==> src/rtl/run_sequencer_pkg.sv <==
// rtl/run_sequencer_pkg.sv - shared run-control op codes, state encodings and status word layout
package run_sequencer_pkg;

    typedef enum logic [1:0] {
        OP_NOOP  = 2'b00,
        OP_START = 2'b01,
        OP_STOP  = 2'b10,
        OP_RSVD  = 2'b11
    } op_t;

    typedef enum logic [1:0] {
        IDLE     = 2'b00,
        ARMING   = 2'b01,
        RUNNING  = 2'b10,
        STOPPING = 2'b11
    } state_t;

    localparam int OP_MSB    = 15;
    localparam int OP_LSB    = 14;
    localparam int VAL_WIDTH = 14;

    localparam int STAT_STATE_MSB = 15;
    localparam int STAT_STATE_LSB = 14;
    localparam int STAT_PENDING   = 13;
    localparam int STAT_ERR       = 12;
    localparam int STAT_FRAME_MSB = 11;

    function automatic logic [15:0] pack_status(input state_t st, input logic pend,
                                                input logic err, input logic [11:0] frames);
        return {st, pend, err, frames};
    endfunction

endpackage

==> src/rtl/run_sequencer_cmd_decoder.sv <==
// rtl/run_sequencer_cmd_decoder.sv - splits host command words and classifies them against the run state
module run_sequencer_cmd_decoder
    import run_sequencer_pkg::*;
#(
    parameter int MIN_INTG_VAL = 16
) (
    input  logic                 clk_in,
    input  logic                 reset_n,
    input  logic                 cmd_valid,
    input  logic [15:0]          cmd_word,
    input  state_t               state,
    output logic                 cmd_ready,
    output logic [VAL_WIDTH-1:0] val,
    output logic                 legal_start,
    output logic                 legal_stop,
    output logic                 rejected,
    output logic                 cmd_error
);

    op_t  op;
    logic accept;
    logic val_ok;
    logic bad_cmd;

    always_comb begin
        op        = op_t'(cmd_word[OP_MSB:OP_LSB]);
        val       = cmd_word[VAL_WIDTH-1:0];
        cmd_ready = (state != ARMING);
        accept    = cmd_valid && cmd_ready;
        val_ok    = (val >= VAL_WIDTH'(MIN_INTG_VAL));
        // A START while STOPPING is refused: the previous run has not finished its last frame.
        case (op)
            OP_RSVD:  bad_cmd = 1'b1;
            OP_START: bad_cmd = (state == STOPPING) || !val_ok;
            default:  bad_cmd = 1'b0;
        endcase
        legal_start = accept && (op == OP_START) && !bad_cmd;
        legal_stop  = accept && (op == OP_STOP);
        rejected    = accept && bad_cmd;
    end

    always_ff @(posedge clk_in) begin
        if (!reset_n) begin
            cmd_error <= 1'b0;
        end else begin
            cmd_error <= rejected;
        end
    end

endmodule

==> src/rtl/run_sequencer.sv <==
// rtl/run_sequencer.sv - run-control FSM: arming, integration count, frame counting and status reporting
module run_sequencer
    import run_sequencer_pkg::*;
#(
    parameter int MIN_INTG_VAL       = 16,
    parameter int ARM_CYCLES         = 8,
    parameter int DEFAULT_INTG_COUNT = 5000
) (
    input  logic        clk_in,
    input  logic        reset_n,
    input  logic        cmd_valid,
    input  logic [15:0] cmd_word,
    output logic        cmd_ready,
    input  logic        frame_done,
    output logic        running,
    output logic        afe_reset,
    output logic [31:0] integration_clock_count,
    output logic [31:0] frame_count,
    output logic        cmd_error,
    output logic [15:0] status_word
);

    localparam int ARM_W = $clog2(ARM_CYCLES + 1);

    state_t               state, state_nxt;
    logic [VAL_WIDTH-1:0] val;
    logic                 legal_start, legal_stop, rejected;
    logic [ARM_W-1:0]     arm_cnt;
    logic                 arm_last;
    logic [15:0]          pending_count;
    logic                 pending_valid;
    logic                 err_sticky;
    logic                 start_run, arm_done, frame_tick, end_run, queue_pending;

    run_sequencer_cmd_decoder #(
        .MIN_INTG_VAL(MIN_INTG_VAL)
    ) u_decoder (
        .clk_in     (clk_in),
        .reset_n    (reset_n),
        .cmd_valid  (cmd_valid),
        .cmd_word   (cmd_word),
        .state      (state),
        .cmd_ready  (cmd_ready),
        .val        (val),
        .legal_start(legal_start),
        .legal_stop (legal_stop),
        .rejected   (rejected),
        .cmd_error  (cmd_error)
    );

    assign arm_last = (arm_cnt == ARM_W'(ARM_CYCLES - 1));

    always_ff @(posedge clk_in) begin
        if (!reset_n) begin
            state <= IDLE;
        end else begin
            state <= state_nxt;
        end
    end

    always_comb begin
        state_nxt = state;
        case (state)
            IDLE:     if (legal_start) state_nxt = ARMING;
            ARMING:   if (arm_last)    state_nxt = RUNNING;
            RUNNING:  if (legal_stop)  state_nxt = STOPPING;
            STOPPING: if (frame_done)  state_nxt = IDLE;
            default:  state_nxt = IDLE;
        endcase
    end

    always_comb begin
        start_run     = (state == IDLE) && legal_start;
        arm_done      = (state == ARMING) && arm_last;
        frame_tick    = frame_done && ((state == RUNNING) || (state == STOPPING));
        end_run       = frame_done && (state == STOPPING);
        queue_pending = (state == RUNNING) && legal_start;
    end

    always_ff @(posedge clk_in) begin
        if (!reset_n) begin
            running                 <= 1'b0;
            afe_reset               <= 1'b0;
            integration_clock_count <= 32'(DEFAULT_INTG_COUNT);
            frame_count             <= 32'd0;
            pending_count           <= 16'd0;
            pending_valid           <= 1'b0;
            err_sticky              <= 1'b0;
            arm_cnt                 <= '0;
            status_word             <= 16'd0;
        end else begin
            status_word <= pack_status(state, pending_valid, err_sticky, frame_count[STAT_FRAME_MSB:0]);

            if (rejected) begin
                err_sticky <= 1'b1;
            end else if (start_run) begin
                err_sticky <= 1'b0;
            end

            if (start_run) begin
                arm_cnt                 <= '0;
                integration_clock_count <= {16'b0, val, 2'b00};
                frame_count             <= 32'd0;
                afe_reset               <= 1'b1;
            end else if (state == ARMING) begin
                arm_cnt <= arm_cnt + ARM_W'(1);
            end

            if (arm_done) begin
                afe_reset <= 1'b0;
                running   <= 1'b1;
            end

            // Older pending is applied at the frame boundary before a same-cycle START can replace it.
            if (frame_tick) begin
                if (frame_count != 32'hFFFF_FFFF) begin
                    frame_count <= frame_count + 32'd1;
                end
                if ((state == RUNNING) && pending_valid) begin
                    integration_clock_count <= {16'b0, pending_count};
                    pending_valid           <= 1'b0;
                end
            end

            if (end_run) begin
                running       <= 1'b0;
                pending_valid <= 1'b0;
            end

            if (queue_pending) begin
                pending_count <= {val, 2'b00};
                pending_valid <= 1'b1;
            end
        end
    end

endmodule

==> config.mk <==
export PLATFORM = sky130hd
export DESIGN_NAME = run_sequencer
export DESIGN_NICKNAME = d
export VERILOG_FILES = /design/src/rtl/run_sequencer_pkg.sv /design/src/rtl/run_sequencer_cmd_decoder.sv /design/src/rtl/run_sequencer.sv
export SDC_FILE = /design/constraint.sdc
export NUM_CORES = 1
export LEC_CHECK = 0
export CAP_MARGIN = 20
export CORE_MARGIN = 8
export CORE_UTILIZATION = 54
export CTS_CLUSTER_SIZE = 16
export DETAILED_ROUTE_END_ITERATION = 8
export PLACE_DENSITY = 0.85
export SYNTH_ARGS = -nofsm -noshare
export SYNTH_HDL_FRONTEND = slang
export SYNTH_HIERARCHICAL = 1
export SYNTH_SLANG_ARGS = --single-unit
==> constraint.sdc <==
create_clock -name clk_in -period 5.6 [get_ports clk_in]
set_clock_uncertainty 0.1 [all_clocks]
set_input_delay 0.56 -clock clk_in [delete_from_list [all_inputs] [get_ports clk_in]]
set_output_delay 0.56 -clock clk_in [all_outputs]
set_load 0.005 [all_outputs]
* Word-level counts from Yosys, hierarchy flattened *
Index checks and enable logic that the tools add are counted.

word-level totals
  output and inout port bits = 84
  register bits after elaboration = 105

cells by class
  equality and inequality tests = 13
  $lt $le $gt $ge = 1
  bitwise operators = 1
  add/subtract/negate cells = 2
  reduce and logical (&&, ||, !) cells = 24
  mux-type cells = 18

operators with widths
  cell                                                                      count
  32-bit 2-to-1 mux                                                         6
  32-bit by 1-bit adder with 32-bit output (second input constant)          1
  32-bit inequality test (second input constant)                            1
  14-bit by 5-bit >= comparator with 1-bit output (second input constant)   1
  1-bit logical AND                                                         11
  2-bit == test (second input constant)                                     4
  2-bit 2-to-1 mux                                                          4
  2-bit inequality test (second input constant)                             4
  2-bit case mux with 4 select lines                                        1
  1-bit 2-to-1 mux                                                          6
  3-bit nonzero test                                                        2
  2-bit OR reduction                                                        3
  4-bit by 1-bit adder with 4-bit output (second input constant)            1
  2-bit by 1-bit == test with 1-bit output (second input constant)          2
  4-bit by 3-bit == test with 1-bit output (second input constant)          1
  4-bit AND reduction                                                       1
  1-bit logical NOT                                                         2
  2-bit logical NOT                                                         1
  1-bit logical OR                                                          2
  2-bit by 1-bit inequality test with 1-bit output (second input constant)  1
  1-bit case mux with 2 select lines                                        1
  2-bit AND reduction                                                       1
  2-bit nonzero test                                                        1
  1-bit inverter                                                            1

* Depth between registers and ports, before layout *
Gate-level depths: netlist of the first run.

  depth after elaboration = 10
  mapped depth = 9
  gate-level depth less buffers = 8

* Hierarchy *
Netlist of the first run, hierarchy kept.

by module, submodules not included
  module                     instances  cells an instance  area each (µm²)
  run_sequencer              1          526                4440.5
  run_sequencer_cmd_decoder  1          26                 211.5

* Worst setup path before layout of the first run *
OpenSTA, ideal clock, no wires.

  kind = input-to-reg
  start point = input port cmd_word[15]
  end point = register integration_clock_count[10]
  arrival time = 2073 ps
  stages = 8
  library setup time = 91 ps
  buffers on the path = 2
  setup slack = 3336 ps
  required time = 5409 ps
  path through = a21o_1 -> a31oi_1 -> nor2b_1 -> and2_1 -> clkbuf_1 -> clkbuf_1 -> nand2_1 -> a311oi_1

between the ends
  word-level cells in the longest chain between the ends = 8

RTL lines
  item                                                                       line                                                              text
  start, declared                                                            run_sequencer.sv:12                                               input logic [15:0] cmd_word,
  2-bit by 1-bit == test with 1-bit output or 2-bit == test (tied branches)  run_sequencer_cmd_decoder.sv:32, run_sequencer_cmd_decoder.sv:37
  1-bit case mux with 2 select lines                                         run_sequencer_cmd_decoder.sv:32                                   case (op)
  1-bit logical NOT                                                          run_sequencer_cmd_decoder.sv:37                                   legal_start = accept && (op == OP_START) && !bad_cmd;
  1-bit logical AND (*)                                                      run_sequencer_cmd_decoder.sv:37
  net legal_start                                                            run_sequencer.sv:27                                               logic legal_start, legal_stop, rejected;
  1-bit logical AND (*)                                                      run_sequencer.sv:73                                               start_run = (state == IDLE) && legal_start;
  32-bit 2-to-1 mux (*)                                                      run_sequencer.sv:100                                              if (start_run) begin
  32-bit 2-to-1 mux                                                          run_sequencer.sv:119                                              if ((state == RUNNING) && pending_valid) begin
  32-bit 2-to-1 mux (*)                                                      run_sequencer.sv:115                                              if (frame_tick) begin
  end signal, assigned                                                       run_sequencer.sv:84                                               integration_clock_count <= 32'(DEFAULT_INTG_COUNT);
  end signal, assigned                                                       run_sequencer.sv:102                                              integration_clock_count <= {16'b0, val, 2'b00};
  end signal, assigned                                                       run_sequencer.sv:120                                              integration_clock_count <= {16'b0, pending_count};
  end, declared                                                              run_sequencer.sv:17                                               output logic [31:0] integration_clock_count,

Mark *: on every way through the listed nets, which the timed path passes. The rest lies on a longest branch.
A chain may end at the register's enable or synchronous reset.

* Worst setup path after layout of the first run *
  start point = register frame_count[0]
  end point = register frame_count[12]

between the ends
  word-level cells in the longest chain between the ends = 3

RTL lines
  item                                                                                line                                        text
  start, declared                                                                     run_sequencer.sv:18                         output logic [31:0] frame_count,
  start signal, assigned                                                              run_sequencer.sv:117                        frame_count <= frame_count + 32'd1;
  32-bit by 1-bit adder with 32-bit output or 32-bit inequality test (tied branches)  run_sequencer.sv:117, run_sequencer.sv:116
  32-bit 2-to-1 mux (*)                                                               run_sequencer.sv:116                        if (frame_count != 32'hFFFF_FFFF) begin
  32-bit 2-to-1 mux (*)                                                               run_sequencer.sv:115

Every way passes the cells marked *; elsewhere a longest branch is shown, timed or not.

==> run summary, run 1 <==
The average detailed-routed wire length per instance is 16.61 µm. The signed area change from the synthesized netlist to the final layout came out at 25.17%. The synthesized area per cell is about 8.4 µm². The cell count after placement came out at about 720.

The post-synth design cell area is about 4700 µm². The number of setup buffers added after CTS is 0. The worst hold path passes through 2 cells. The number of nets in the finished design came out at around 650. The via total after detailed routing is ~4300.

The number of buffers added on ports came out at 103. The H-tree depth came out at 3. The power per cell area came out at 262.6 nW/µm². The slew of the pin with the lowest slew margin is between 1000 and 1500 ps. The worst register-to-register path ends at frame_count[12]. The number of buffers inserted during clock tree synthesis came out at 9.

The worst hold path class is reg -> reg. The worst setup slack for register-to-register paths came out at 2500 ps. Leaving out fill and tap cells, the most frequent cell in the layout is dfxtp_1. At the end of the flow the core is filled with cells to roughly two thirds.

The final period utilization came out at a little under three fifths. The share of flip-flops with an asynchronous set or reset is 0%. The net count after synthesis came out at ~580.

The final count of negative-setup-slack endpoints came out at 0. The worst setup path is launched from a flop. The number of global-route vias before repair is between 4000 and 5000. For this design, the CTS-stage hold fixing added 0 buffers. The number of enable-type register cells in the synthesized netlist came out at 0. The register area came out at roughly 2100 µm². The number of top-level design ports came out at between 100 and 150. The remaining design rule violation count is 0. The number of slew-limit violations in the final report came out at 0. The number of hold violations in the final report is 0.

After clock tree synthesis, the clock-pin slew on the worst setup and hold paths is around 110 ps. The total of max-cap violations came out at 0. The switching fraction of total power is ~29%.

Counting every sink on the clock net gives between 100 and 150. The worst hold path begins at pending_count[9]. The post-placement worst setup slack is 2340 ps. The timing-limited maximum frequency is 322.4 MHz.

The first global-routing pass estimated just under 20000 µm of wire. The flow ran to the end, and the final reports show no timing, DRC or antenna violations. The largest net degree at the start of global routing is between 50 and 60. The data required time of the critical path is ~6000 ps. The maximum fanout count along the critical path came out at 19. The final hold slack is about 360 ps. The longest clock path from root to sink contains 2 buffers.

The routed wire length is about 12000 µm. The clock root buffer is clkbuf_8. The minimum clock period came out at between 3000 and 4000 ps. VDD sags by at most around 0.00023 V. The source-to-sink clock delay at the later pin of the worst-skew pair is about 370 ps.

After filler insertion, the fill cell instance count of the layout stands at 701. The worst max-slew margin expressed relative to the limit is 31.41%. The core region is between 8000 and 9000 µm². The effective utilization at floorplan came out at 54.40%. The worst setup path is captured at a flop.

Detailed placement finished with a half-perimeter wire length of approximately 8300 µm. The via density per instance came out at 5.921. The switching power of the nets is between 0.4 and 0.5 mW. The distinct cell type count of the synthesized netlist came out at 54. The die covers 11840 µm².

The number of antenna repair diodes came out at 0. STA puts the critical path data arrival time at between 3000 and 4000 ps. The worst setup path is of the reg -> reg kind. The die is 108.8 µm tall. The initial antenna violation count came out at 0. The violation count after the first detailed-routing iteration is around 250.

The startpoint identified for the worst register-to-register timing path is frame_count[0]. The number of warnings printed during yosys synthesis came out at 6. In this run, flip-flops and latches consume 52.1% of the power. The total routing resource utilization after global routing is between 20% and 30%. Summed over all layers, the global routing overflow is 0.

The final critical-path setup slack is between 2000 and 2500 ps. Tracing the worst setup path back leads to its startpoint at frame_count[0]. The clock network fraction of design power came out at between 30% and 40%. The most used flip-flop cell after synthesis is dfxtp_1. The floorplan step set the die width to about 110 µm. The gate count of the mapped netlist came out at between 500 and 600. The post-synthesis register bit count is around 110.

The path with the worst hold slack has its endpoint at pending_count[9]. The internal power component came out at roughly 1.1 mW. The share of total power in combinational logic came out at approximately 15%. TritonCTS built the clock tree.

Summing the sequential cell areas from Yosys gives a little under half of the chip area. Summed over all cells, the static leakage comes to 2.130 nW. The quantity of gates resized following cts came out at 0. In the layout the commonest cells are dfxtp_1, clkdlybuf4s50_1, nand2_1, nor2_1, and2_1. After the flow finishes, the layout carries non-filler instances totaling roughly 730. The layout cell share with drive strength beyond 1 came out at 5.128%. Setup repair after global routing left no endpoint under its margin. The final weighted congestion of routability-driven global placement came out at 0.7949. For the final routed database, the setup TNS stands at 0 ps.

Summing all multi-input logic gate instances after layout gives around 2200 µm². In this run the remaining antenna-violating nets after routing total 0. The count of cells along the worst register-to-register path is 6. The floorplan has 34 rows. For this run, the detailed router's first-pass iteration total came to 5.
-- metrics by stage --
step | total power [mW] | instance area (µm²)
global placement | 1.027 | 5607
finish | 1.529 | 5823
CTS | 1.534 | 5823
global route | 1.594 | 5823
floorplan | 0.9459 | 4652
detailed placement | 1.035 | 5607
-- cell usage after synthesis (all sizes together), types with 3 or more instances --
master	count	area share (%)
a211oi	14	2.3
a21o	13	2.1
a21oi	21	2.3
a311oi	10	1.9
a32o	3	0.65
and2	28	3.8
and4	7	1.3
buf	24	3.1
clkbuf	28	2.3
dfxtp	105	45
ha	6	1.6
inv	17	1.4
nand2	95	7.7
nand2b	6	0.81
nand3	26	2.8
nand4	16	2.3
nor2	30	2.4
nor3	13	1.4
nor4	6	1.1
o211ai	15	2.4
o21ai	11	1.2
o221ai	5	0.94
o311ai	4	0.75
or3	5	0.67
or4	12	1.9
xor2	5	0.94
-- layout make-up --
| type | instances | share of cell area [%] |
|---|---|---|
| clock buffers | 9 | 2.127 |
| clock inverters | 7 | 1.590 |
| inverters | 17 | 1.096 |
| multi-input cells | 378 | 38.50 |
| flip-flops and latches | 105 | 36.10 |
| well taps | 108 | 2.321 |
| repair buffers | 108 | 18.26 |
-- worst max path at each step --
stage	end	slack [ps]
floorplan	integration_clock_count[10]	3340
global placement	frame_count[12]	2450
detailed placement	frame_count[12]	2340
CTS	frame_count[12]	2560
global route	frame_count[12]	2360
finish	frame_count[12]	2500
-- registers in the layout (all words and copies together) (netlist names) --
register / cells
frame_count: 32
integration_clock_count: 32
status_word: 16
pending_count: 14
arm_cnt: 4
state: 2
afe_reset: 1
err_sticky: 1
pending_valid: 1
running: 1
u_decoder/cmd_error: 1
-- critical path, stage by stage, from the launching register on --
cell and delay, ps:
dfxtp_1 480, ha_1 270, and4_1 340, nand4_1 230
or3_1 690, a21oi_2 700, a21bo_2 240
-- cells by family after synthesis --
| kind of cell | after synthesis | synth area share [%] |
|---|---|---|
| AND/OR/NAND/NOR | 253 | 27.62 |
| AO/OA/AOI/OAI | 110 | 17.03 |
| flip-flops | 105 | 45.19 |
| buffers and inverters | 69 | 6.805 |
| XOR/XNOR | 7 | 1.318 |
| adder cells (fa/ha/maj) | 6 | 1.614 |
| multiplexers | 2 | 0.4304 |
-- power by group through the flow --
stage / clock (mW) / combinational (mW) / sequential (mW)
5_1_grt: 0.547 / 0.246 / 0.801
3_3_place_gp: 0 / 0.215 / 0.812
3_5_place_dp: 0 / 0.222 / 0.813
6_report: 0.509 / 0.224 / 0.797
4_1_cts: 0.513 / 0.224 / 0.797
2_1_floorplan: 0 / 0.136 / 0.810
-- metal layers --
metal	track usage (%)	wire length, µm	part of all wire [%]
met2	34.26	5913	49
met5	0	0	0
met3	5.201	986	8.1
met4	6.061	142	1.2
met1	24.22	5112	42
(Power assumes the default switching activity.)
==> inputs of run 2 (changes only) <==
--- a/config.mk
+++ b/config.mk
@@ -7,10 +7,10 @@
 export LEC_CHECK = 0
 export CAP_MARGIN = 20
 export CORE_MARGIN = 8
-export CORE_UTILIZATION = 54
+export CORE_UTILIZATION = 50
 export CTS_CLUSTER_SIZE = 16
 export DETAILED_ROUTE_END_ITERATION = 8
-export PLACE_DENSITY = 0.85
+export PLACE_DENSITY = 0.79
 export SYNTH_ARGS = -nofsm -noshare
 export SYNTH_HDL_FRONTEND = slang
 export SYNTH_HIERARCHICAL = 1
==> constraint.sdc (replaced) <==
create_clock -name clk_in -period 3.25 [get_ports clk_in]
set_clock_uncertainty 0.1 [all_clocks]
set_input_delay 0.325 -clock clk_in [delete_from_list [all_inputs] [get_ports clk_in]]
set_output_delay 0.325 -clock clk_in [all_outputs]
set_load 0.005 [all_outputs]
==> run 2 against run 1 <==
Utilization shrank 4.2 points. Maximum frequency grew 15%. Largest power group unchanged. Die area grew 6.8%. Register-to-register slack lost 2000 ps. Critical path depth grew 1. Via count shrank 0.21%. Clock power grew 55%. Routed wire length shrank 0.11%. Global-route usage shrank 1.1 points. Count of clock-buffer cells in the layout grew 1. Setup slack lost 2000 ps. Sequential power grew 72%.
==> run summary, run 2 (same netlist as run 1, synthesis figures left out) <==
The flow ran to the end, and the final reports show no timing, DRC or antenna violations. The count of buffers added by post-CTS timing repair for setup is 0. 0 antenna diodes ended up in the layout. The register area came out at approximately 2100 µm². The worst hold path terminates at pending_count[7].

The placed wire-length estimate came out at around 8600 µm. In this run the remaining antenna-violating nets after routing total 0. In this run the top signal layer used is met4. For this run, design rule violations remaining after detail routing come to 0. Fill cells in the final layout number between 700 and 800. The routed design uses between 5000 and 6000 µm of met2 wire. The minimum clock period is 2705 ps.

The via total after detailed routing came out at between 4000 and 5000. The clock root buffer is clkbuf_8. The count of cells along the worst register-to-register path is 7.

The peak supply drop came out at approximately 0.00029 V. The worst setup path is launched from a flop. For this run, the total global-route usage over all layers was measured as 18.94%. The critical path is of the reg -> reg type. The via density per instance came out at 5.837. The source-to-sink clock delay at the later pin of the worst-skew pair is 370 ps. Setup repair after global routing left no endpoint under its margin. Counting both buffers and inverters, the worst setup path holds a total of 1. The number of buffers inserted during clock tree synthesis came out at 9. After clock tree synthesis, the clock-pin slew on the worst setup and hold paths is about 110 ps. Final hold analysis gives a worst-case slack of between 300 and 400 ps. The final weighted congestion of routability-driven global placement came out at approximately 0.83. The length of the first detailed-routing pass in iterations is 5. The detailed-routing wirelength on met1 came out at between 5000 and 6000 µm. The number of hold violations in the final report was 0. In this run the worst path has a maximum fanout of 19. The wire length on met3 is around 900 µm. The row count is 35. The number of cells on the worst hold path is 2. The critical path depth in cells came out at 7. The timing-limited maximum frequency is approximately 370 MHz. The slowest library cell on the worst path is or3_1. The library cells used most frequently in the layout, excluding fill and tap cells, are dfxtp_1, clkdlybuf4s50_1, nand2_1, nor2_1, and2_1. The initial antenna violation count came out at 0.

The maximum root-to-sink buffer count is 2. The leakage power is 2.144 nW. STA puts the critical path data required time at between 3000 and 4000 ps. The die covers about 13000 µm². Summed over all layers, the routed wires come to 12140 µm. Of the cells placed in the final design, the portion with a size suffix greater than 1 is under 10%. The worst pin sits at a relative slew slack of 41.32%. The final count of negative-setup-slack endpoints came out at 0.

For this run, the post-layout net count is 651. The count of non-filler cells in the finished layout is 741. In this run the vertical extent of the chip is 112.5 µm.

The core region is approximately 9200 µm². The multi-input logic area came out at about 2200 µm². The total of hold buffers inserted after clock tree synthesis came out at 0. The total of max-cap violations is 0. In this run the worst hold path is classified as reg -> reg. TritonCTS built the clock tree. The utilization after layout is 63.86%. The number of sinks on the clock net came out at between 100 and 150. The effective utilization at floorplan is between 50 and 60%.

After detailed placement, the design holds a cell count of 725. The final period utilization came out at 83.23%. The commonest non-fill, non-tap cell in the layout is dfxtp_1. The arrival time reported for the critical path endpoint is between 2000 and 3000 ps. In this run the horizontal extent of the chip is approximately 110 µm. The number of slew-limit violations in the final report is 0.

The startpoint identified for the worst hold timing path is pending_count[7]. The critical path starts at frame_count[0]. The sum of overflow across all layers after global routing came out at 0. The power per cell area came out at approximately 440 nW/µm². The kind of cell with the highest combined delay along the critical path is simple AND/OR/NAND/NOR gates. The wire length of the first global-routing pass is around 20000 µm. The startpoint identified for the worst register-to-register timing path is frame_count[0]. The H-tree depth is 3. The number of buffers added on ports came out at a little over 100.

STA classifies the critical path endpoint as a flop. Gates resized during post-CTS repair numbered 0. In this run the critical register-to-register path is captured at frame_count[12]. The overall power of the completed layout is between 2 and 3 mW.

The aggregate negative setup slack is 0 ps. The average detailed-routed wire length per instance came out at around 16 µm. The largest net degree at the start of global routing is 52. In the final layout, the registers with the most flip-flops are frame_count: 32 flops, integration_clock_count: 32 flops, status_word: 16 flops. The slew of the pin with the lowest slew margin is approximately 900 ps. The signal on the critical path passes through ha_1, and4_1, nand4_1, or3_1, a21oi_2, buf_4, a21bo_2. The final critical-path setup slack is between 500 and 600 ps. 104 I/O pins were placed. The area growth from synthesis to layout is 25.63%. The final design instance area without fill came out at about 6000 µm². The number of global-route vias before repair was approximately 4000. The post-placement worst setup slack is 513.9 ps. The total placed instance area is between 5000 and 6000 µm². The worst setup slack for register-to-register paths is between 500 and 600 ps.

The highest cell delay on the worst timing path came out at ~670 ps. The violation count after the first detailed-routing iteration came out at ~190.
-- run 2: changes by cell type in the layout (fill, tap and decap cells not counted) --
cell        delta
buf_4          +6
bufinv_16      -1
clkbuf_1       +1
clkinv_4       -1
clkinvlp_4     +1
-- run 2: worst max-delay path by stage --
stage,endpoint
after global placement,frame_count[12]
after CTS,frame_count[12]
after floorplan,frame_count[18]
after global routing,frame_count[21]
final,frame_count[12]
after detailed placement,frame_count[12]
-- run 2: worst register-to-register path, stage by stage, from the launching register on --
cell and delay [ps]:
dfxtp_1 470, ha_1 260, and4_1 330, nand4_1 210
or3_1 670, a21oi_2 250, buf_4 220, a21bo_2 150
-- run 2: layout make-up --
class | count | share of cell area (%)
repair buffers | 114 | 18.97
clock inverters | 6 | 1.049
inverters | 17 | 1.092
well taps | 111 | 2.376
clock buffers | 10 | 2.184
multi-input cells | 378 | 38.36
flip-flops and latches | 105 | 35.97
-- run 2: report_power, final --
| part | internal (mW) | leakage, nW | total, mW | switching (mW) |
|---|---|---|---|---|
| combinational | 0.169 | 1.20 | 0.387 | 0.218 |
| clock | 0.300 | 0.0926 | 0.789 | 0.489 |
| sequential | 1.33 | 0.847 | 1.37 | 0.0394 |
| total | 1.80 | 2.14 | 2.55 | 0.747 |
-- run 2: per-layer routing --
layer	vias to the layer above	track usage (%)
met1	2031	23.70
met2	172	30.79
met3	20	5.904
met5	-	0
li1	2102	-
met4	0	5.036
